File: config.mk
export PLATFORM = sky130hd
export DESIGN_NAME = uart_mem_bridge_flat
export DESIGN_NICKNAME = d
export VERILOG_FILES = /design/src/rtl/uart_mem_bridge_pkg.sv /design/src/rtl/uart_mem_bridge_if.sv /design/src/rtl/uart_mem_bridge.sv /design/src/flat_wrapper.sv
export SDC_FILE = /design/constraint.sdc
export NUM_CORES = 1
export LEC_CHECK = 0
export CAP_MARGIN = 20
export CELL_PAD_IN_SITES_DETAIL_PLACEMENT = 1
export CELL_PAD_IN_SITES_GLOBAL_PLACEMENT = 1
export CORE_AREA = 2 2 159 122
export DETAILED_ROUTE_END_ITERATION = 16
export DIE_AREA = 0 0 161 124
export PLACE_DENSITY_LB_ADDON = 0.1
export SLEW_MARGIN = 20
export SYNTH_ARGS = -nofsm -noshare
export SYNTH_HDL_FRONTEND = slang
export SYNTH_SLANG_ARGS = --single-unit
File: constraint.sdc
create_clock -name clk -period 3.1 [get_ports clk]
set_clock_uncertainty 0.15 [all_clocks]
set_input_delay 0.93 -clock clk [delete_from_list [all_inputs] [get_ports clk]]
set_output_delay 0.93 -clock clk [all_outputs]
set_load 0.01 [all_outputs]
File: src/rtl/uart_mem_bridge_pkg.sv
// Shared constants for the UART-to-memory debug bridge:
// command/reply bytes and the controller state encoding.
package uart_bridge_pkg;

    localparam logic [7:0] CMD_W   = 8'h57;
    localparam logic [7:0] CMD_R   = 8'h52;
    localparam logic [7:0] RSP_OK  = 8'h4B;
    localparam logic [7:0] RSP_ERR = 8'h45;
    localparam logic [7:0] RSP_BAD = 8'h3F;

    typedef logic [2:0] state_t;

    localparam state_t IDLE     = 3'd0;
    localparam state_t GET_ADDR = 3'd1;
    localparam state_t GET_DATA = 3'd2;
    localparam state_t BUS_REQ  = 3'd3;
    localparam state_t TX_RESP  = 3'd4;
    localparam state_t TX_WAIT  = 3'd5;

endpackage

File: src/rtl/uart_mem_bridge_if.sv
// PicoRV32-style native memory bus between the bridge
// (master) and the addressed slave.
interface uart_mem_bridge_if;

    logic        mem_valid;
    logic        mem_instr;
    logic [31:0] mem_addr;
    logic [31:0] mem_wdata;
    logic [3:0]  mem_wstrb;
    logic [31:0] mem_rdata;
    logic        mem_ready;

    modport master (
        output mem_valid, mem_instr, mem_addr,
        output mem_wdata, mem_wstrb,
        input  mem_rdata, mem_ready
    );

    modport slave (
        input  mem_valid, mem_instr, mem_addr,
        input  mem_wdata, mem_wstrb,
        output mem_rdata, mem_ready
    );

endinterface

File: src/rtl/uart_mem_bridge.sv
// Debug/boot bridge: turns 'W'/'R' command bytes from a UART
// receiver into single native-bus cycles and replies over UART.
module uart_mem_bridge #(
    parameter logic [23:0] RX_TIMEOUT  = 24'd1_000_000,
    parameter logic [15:0] BUS_TIMEOUT = 16'd1024
) (
    input  logic       clk,
    input  logic       rst,
    input  logic       rx_valid,
    input  logic [7:0] rx_byte,
    input  logic       tx_busy,
    output logic       tx_start,
    output logic [7:0] tx_byte,
    output logic       overrun,
    uart_mem_bridge_if.master mem
);

    import uart_bridge_pkg::*;

    state_t      r_state;
    state_t      w_next;
    logic [7:0]  r_cmd;
    logic [1:0]  r_byte_cnt;
    logic [31:0] r_addr;
    logic [31:0] r_wdata;
    logic [31:0] r_resp;
    logic [2:0]  r_resp_cnt;
    logic [23:0] r_rx_tmr;
    logic [15:0] r_bus_tmr;
    logic        r_tx_start;
    logic [7:0]  r_tx_byte;
    logic        r_overrun;

    logic w_rx_to;
    logic w_bus_to;
    logic w_last;
    logic w_is_rw;
    logic w_busy_st;
    logic w_mem_valid;
    logic w_fire;
    logic w_tx_done;

    assign w_rx_to   = (r_rx_tmr == RX_TIMEOUT - 24'd1);
    assign w_bus_to  = (r_bus_tmr == BUS_TIMEOUT - 16'd1);
    assign w_last    = (r_byte_cnt == 2'd3);
    assign w_is_rw   = (rx_byte == CMD_W) || (rx_byte == CMD_R);
    assign w_busy_st = (r_state == BUS_REQ) ||
                       (r_state == TX_RESP) ||
                       (r_state == TX_WAIT);

    always_ff @(posedge clk) begin
        if (rst) r_state <= IDLE;
        else     r_state <= w_next;
    end

    always_comb begin
        w_next = r_state;
        case (r_state)
            IDLE:
                if (rx_valid) w_next = w_is_rw ? GET_ADDR : TX_RESP;
            GET_ADDR:
                if (rx_valid && w_last)
                    w_next = (r_cmd == CMD_W) ? GET_DATA : BUS_REQ;
                else if (!rx_valid && w_rx_to)
                    w_next = IDLE;
            GET_DATA:
                if (rx_valid && w_last)        w_next = BUS_REQ;
                else if (!rx_valid && w_rx_to) w_next = IDLE;
            BUS_REQ:
                if (mem.mem_ready || w_bus_to) w_next = TX_RESP;
            TX_RESP:
                if (!tx_busy) w_next = TX_WAIT;
            TX_WAIT:
                if (w_tx_done)
                    w_next = (r_resp_cnt == 3'd1) ? IDLE : TX_RESP;
            default: w_next = IDLE;
        endcase
    end

    // The strobe itself marks the first TX_WAIT cycle, when busy is not yet valid.
    always_comb begin
        w_mem_valid = (r_state == BUS_REQ);
        w_fire      = (r_state == TX_RESP) && !tx_busy;
        w_tx_done   = (r_state == TX_WAIT) && !r_tx_start && !tx_busy;
    end

    always_ff @(posedge clk) begin
        if (rst) begin
            r_cmd      <= 8'h00;
            r_byte_cnt <= 2'd0;
            r_addr     <= 32'h0;
            r_wdata    <= 32'h0;
            r_resp     <= 32'h0;
            r_resp_cnt <= 3'd0;
            r_rx_tmr   <= 24'd0;
            r_bus_tmr  <= 16'd0;
            r_tx_start <= 1'b0;
            r_tx_byte  <= 8'h00;
            r_overrun  <= 1'b0;
        end else begin
            r_tx_start <= w_fire;
            if (w_fire) r_tx_byte <= r_resp[31:24];
            if (rx_valid && w_busy_st) r_overrun <= 1'b1;
            if (r_state != BUS_REQ) r_bus_tmr <= 16'd0;
            case (r_state)
                IDLE: if (rx_valid) begin
                    r_cmd      <= rx_byte;
                    r_byte_cnt <= 2'd0;
                    r_rx_tmr   <= 24'd0;
                    if (!w_is_rw) begin
                        r_resp     <= {RSP_BAD, 24'h0};
                        r_resp_cnt <= 3'd1;
                    end
                end
                GET_ADDR: if (rx_valid) begin
                    r_addr     <= {r_addr[23:0], rx_byte};
                    r_byte_cnt <= r_byte_cnt + 2'd1;
                    r_rx_tmr   <= 24'd0;
                end else begin
                    r_rx_tmr <= r_rx_tmr + 24'd1;
                end
                GET_DATA: if (rx_valid) begin
                    r_wdata    <= {r_wdata[23:0], rx_byte};
                    r_byte_cnt <= r_byte_cnt + 2'd1;
                    r_rx_tmr   <= 24'd0;
                end else begin
                    r_rx_tmr <= r_rx_tmr + 24'd1;
                end
                BUS_REQ: if (mem.mem_ready) begin
                    if (r_cmd == CMD_W) begin
                        r_resp     <= {RSP_OK, 24'h0};
                        r_resp_cnt <= 3'd1;
                    end else begin
                        r_resp     <= mem.mem_rdata;
                        r_resp_cnt <= 3'd4;
                    end
                end else if (w_bus_to) begin
                    r_resp     <= {RSP_ERR, 24'h0};
                    r_resp_cnt <= 3'd1;
                end else begin
                    r_bus_tmr <= r_bus_tmr + 16'd1;
                end
                TX_WAIT: if (w_tx_done) begin
                    r_resp     <= {r_resp[23:0], 8'h00};
                    r_resp_cnt <= r_resp_cnt - 3'd1;
                end
                default: ;
            endcase
        end
    end

    assign tx_start      = r_tx_start;
    assign tx_byte       = r_tx_byte;
    assign overrun       = r_overrun;
    assign mem.mem_valid = w_mem_valid;
    assign mem.mem_instr = 1'b0;
    assign mem.mem_addr  = {r_addr[31:2], 2'b00};
    assign mem.mem_wdata = r_wdata;
    assign mem.mem_wstrb = (w_mem_valid && r_cmd == CMD_W) ? 4'hF : 4'h0;

endmodule

File: src/flat_wrapper.sv
// flat-port wrapper written by rule: the top's interface ports become plain ports
module uart_mem_bridge_flat import uart_bridge_pkg::*;
#(
    parameter logic [23:0] RX_TIMEOUT  = 24'd1_000_000,
    parameter logic [15:0] BUS_TIMEOUT = 16'd1024
)
  (clk, rst, rx_valid, rx_byte, tx_busy, tx_start, tx_byte, overrun, mem_mem_valid, mem_mem_instr, mem_mem_addr, mem_mem_wdata, mem_mem_wstrb, mem_mem_rdata, mem_mem_ready);
  uart_mem_bridge_if mem_i ();
  input  logic clk;
  input  logic rst;
  input  logic rx_valid;
  input  logic [7:0] rx_byte;
  input  logic tx_busy;
  output logic tx_start;
  output logic [7:0] tx_byte;
  output logic overrun;
  output wire logic [$bits(mem_i.mem_valid)-1:0] mem_mem_valid;
  output wire logic [$bits(mem_i.mem_instr)-1:0] mem_mem_instr;
  output wire logic [$bits(mem_i.mem_addr)-1:0] mem_mem_addr;
  output wire logic [$bits(mem_i.mem_wdata)-1:0] mem_mem_wdata;
  output wire logic [$bits(mem_i.mem_wstrb)-1:0] mem_mem_wstrb;
  input wire logic [$bits(mem_i.mem_rdata)-1:0] mem_mem_rdata;
  input wire logic [$bits(mem_i.mem_ready)-1:0] mem_mem_ready;
  assign mem_mem_valid = mem_i.mem_valid;
  assign mem_mem_instr = mem_i.mem_instr;
  assign mem_mem_addr = mem_i.mem_addr;
  assign mem_mem_wdata = mem_i.mem_wdata;
  assign mem_mem_wstrb = mem_i.mem_wstrb;
  assign mem_i.mem_rdata = mem_mem_rdata;
  assign mem_i.mem_ready = mem_mem_ready;
  uart_mem_bridge #(.RX_TIMEOUT(RX_TIMEOUT), .BUS_TIMEOUT(BUS_TIMEOUT)) u_core (.clk(clk), .rst(rst), .rx_valid(rx_valid), .rx_byte(rx_byte), .tx_busy(tx_busy), .tx_start(tx_start), .tx_byte(tx_byte), .overrun(overrun), .mem(mem_i));
endmodule
==> qor.yml <==
combPwrFrac_pct: 12.9
num_io_pins: 125
maxCapViolCount: 0
crit_type: "register to primary output"
power.density_nw_per_um2: 538.3
ys_seq_area_share_pct: 46.02
synth_xor_area_share_pct: 3.356
antenna_found_initial: 0
yosys.area.top_type: "dfxtp_1"
stdcell_area_um2: 9089
multiInputGateArea_um2: 3306
wl_um: 20430
synth_top_family_by_area: "simple AND/OR/NAND/NOR gates"
fp.dieH_um: 124
p_clk_share_pct: 42.5
swShare_pct: 26.22
cp_max_fo: 4
holdPathEnd: "u_core.r_addr[31]"
tightest_slew_ps: 701.0
clock.fmax_mhz: 330.1
syn-cell-area_um2: 7047
initial_core_util_pct: 38.52
synth-simple-area-share_pct: 24.73
first_pass_iters: 4
worst_ep_arrival_time_ps: 1950
io_buffers: 121
ys.flop_type: "dfxtp_1"
synth_fa_ha_area_share_pct: 0.8878
switching_power_mw: 1.283
htree_levels: 4
ant_nets: 0
cts_hold_buf: 0
yosys.cell_types.count: 59
grt_max_degree: 59
run_status: "completed"
cts_root_buf: "clkbuf_16"
fp.coreArea_um2: 18290
preCtsSetupSlack_ps: -74.09
drt_iter0_markers: 384
n_fill_cell: 2178
clkLatencyLatePin_ps: 430
synth-compound-area-share_pct: 17.45
cts_tree: "yes"
clk_pin_slew_ps: 70
area_growth_pct: 28.98
worstRegToRegCells: 6
cts_made_buffers: 17
crit_path_start_kind: "register"
r2r-end: "u_core.r_state[2]"
cts_buffer_depth: 2
end_kind: "primary output"
synthMuxAreaShare_pct: 0
hold_path.startpoint: "u_core.r_addr[31]"
finalNonFillerCells: 1227
vias: 6426
die_x_um: 161
seq_area_um2: 3243
power_mw: 4.892
synth_edf_count: 0
fin_nets: 1017
slew-limit-headroom_pct: 52.77
n_antenna_cell: 0
hold_path.class: "register to register"
synth_top_area_share_pct: 46.02
drc: 0
async_flop_share_pct: 0
dp_hpwl_um: 14800
cts.sinks: 162
row_count: 43
grt_overflow: 0
tns_ps: 0
place_inst: 1195
setup_ws_ps: 71.04
dieArea_um2: 19960
grt_pass1_wl_um: 33430
hold_violations: 0
p_leak_nw: 3.074
slew_violations: 0
ys_ff_latch: 162
grt.total_usage_pct: 20.79
place_congestion: 0.8079
min_path_cells: 2
regToRegSetupSlack_ps: 390
vias_per_cell: 5.237
post_cts_buffers: 0
synth_most_common_cell: "nand2_1"
ir_drop_uv: 286.9
synthTopCellsByArea: "dfxtp_1 46%, nand2_1 10%, a21oi_1 7.3%"
reg2reg_from: "u_core.r_bus_tmr[0]"
finalCritPeriodShare_pct: 97.71
placed_area_um2: 8504
drive_above_1_share_pct: 9.388
seq_power_share_pct: 44.6
p_int_mw: 3.609
grt_pass1_vias: 6530
min_period_ps: 3029
avgSynthCellArea_um2: 8.194
syn-instance-count: 860
setup_viol: 0
required_ps: 2020
yosys-top-cells-count: "190 x nand2_1, 162 x dfxtp_1, 103 x a21oi_1"
drt-wirelength-per-cell_um: 16.65
ys_warn_count: 0
[layer usage]
metal | vias to the layer above | share of wire (%) | GRT usage, %
met4 | 0 | 0.99 | 5.915
met2 | 101 | 47 | 34.63
li1 | 3170 | - | -
met1 | 3137 | 49 | 27.91
met3 | 18 | 3.1 | 3.663
met5 | - | 0 | 0
[metrics by stage]
step / utilization [%] / hold WS (ps)
6_report: 49.69 / 305.9
5_1_grt: 49.69 / 333.0
3_3_place_gp: 46.49 / 292.3
2_1_floorplan: - / 281.1
3_5_place_dp: 46.49 / 299.6
4_1_cts: 49.66 / 308.4
[worst max path at each step]
stage	slack [ps]	end	cells past startpoint	start
finish	70	mem_mem_wstrb[2]	4	u_core.r_cmd[5]
global route	-5	mem_mem_wstrb[2]	4	u_core.r_cmd[5]
CTS	3	mem_mem_wstrb[2]	4	u_core.r_cmd[3]
detailed placement	-70	u_core.r_resp[15]	7	rx_byte[1]
global placement	-40	u_core.r_resp[0]	7	rx_valid
floorplan	450	u_core.r_resp[14]	8	rx_valid
[registers in the layout, summed over array words and instances (netlist names)]
| name | flops |
|---|---|
| u_core.r_state | 3 |
| u_core.r_bus_tmr | 16 |
| u_core.r_addr | 32 |
| u_core.tx_start | 1 |
| u_core.r_cmd | 8 |
| u_core.r_rx_tmr | 24 |
| u_core.mem.mem_wdata | 32 |
| u_core.r_byte_cnt | 2 |
| u_core.tx_byte | 8 |
| u_core.r_resp_cnt | 3 |
| u_core.r_resp | 32 |
| u_core.overrun | 1 |
[area by class of cell]
class / count / share of cell area (%)
flip-flops and latches: 162 / 35.68
multi-input cells: 605 / 36.37
clock inverters: 11 / 1.418
well taps: 247 / 3.400
clock buffers: 21 / 4.956
inverters: 12 / 0.4956
repair buffers: 169 / 17.68
[critical path, stage by stage, from the launching register on]
cell,delay [ps]
dfxtp_1,320
nand4bb_1,300
nor3_2,230
buf_4,150
clkdlybuf4s50_1,530
[power by group through the flow]
stage | combinational, mW | sequential [mW] | clock (mW)
2_1_floorplan | 0.364 | 2.22 | 0
3_3_place_gp | 0.601 | 2.22 | 0
3_5_place_dp | 0.624 | 2.23 | 0
4_1_cts | 0.628 | 2.18 | 2.13
5_1_grt | 0.694 | 2.19 | 2.23
6_report | 0.629 | 2.18 | 2.08
[cells in the final DEF (no fill, tap or decap), types with 5 or more instances in the layout]
cell / n
nor2_1: 62
nor2b_1: 5
nand2_1: 190
a31oi_1: 5
nor3_1: 18
inv_1: 12
xnor2_1: 18
a22oi_1: 9
and3_1: 6
dfxtp_1: 162
a21oi_1: 103
or3_1: 11
nand3_1: 22
o21ai_0: 17
nand2b_1: 6
a22o_1: 34
ha_1: 5
clkdlybuf4s50_1: 120
nand4_1: 16
xor2_1: 9
buf_4: 46
a211oi_1: 5
clkbuf_16: 17
nor4_1: 8
[what timing repair did]
action | 4_1_cts | 5_1_grt
gates resized for setup | 0 | 1
endpoints found under the hold margin | 0 | 0
setup endpoints to repair | 0 | 4
[kinds of logic after synthesis]
group           Yosys count
buf+inv                  95
simple gates            375
fa+ha+maj                 5
compound gates          195
flops                   162
other cells               1
xor+xnor                 27
(Power assumes the default switching activity.)
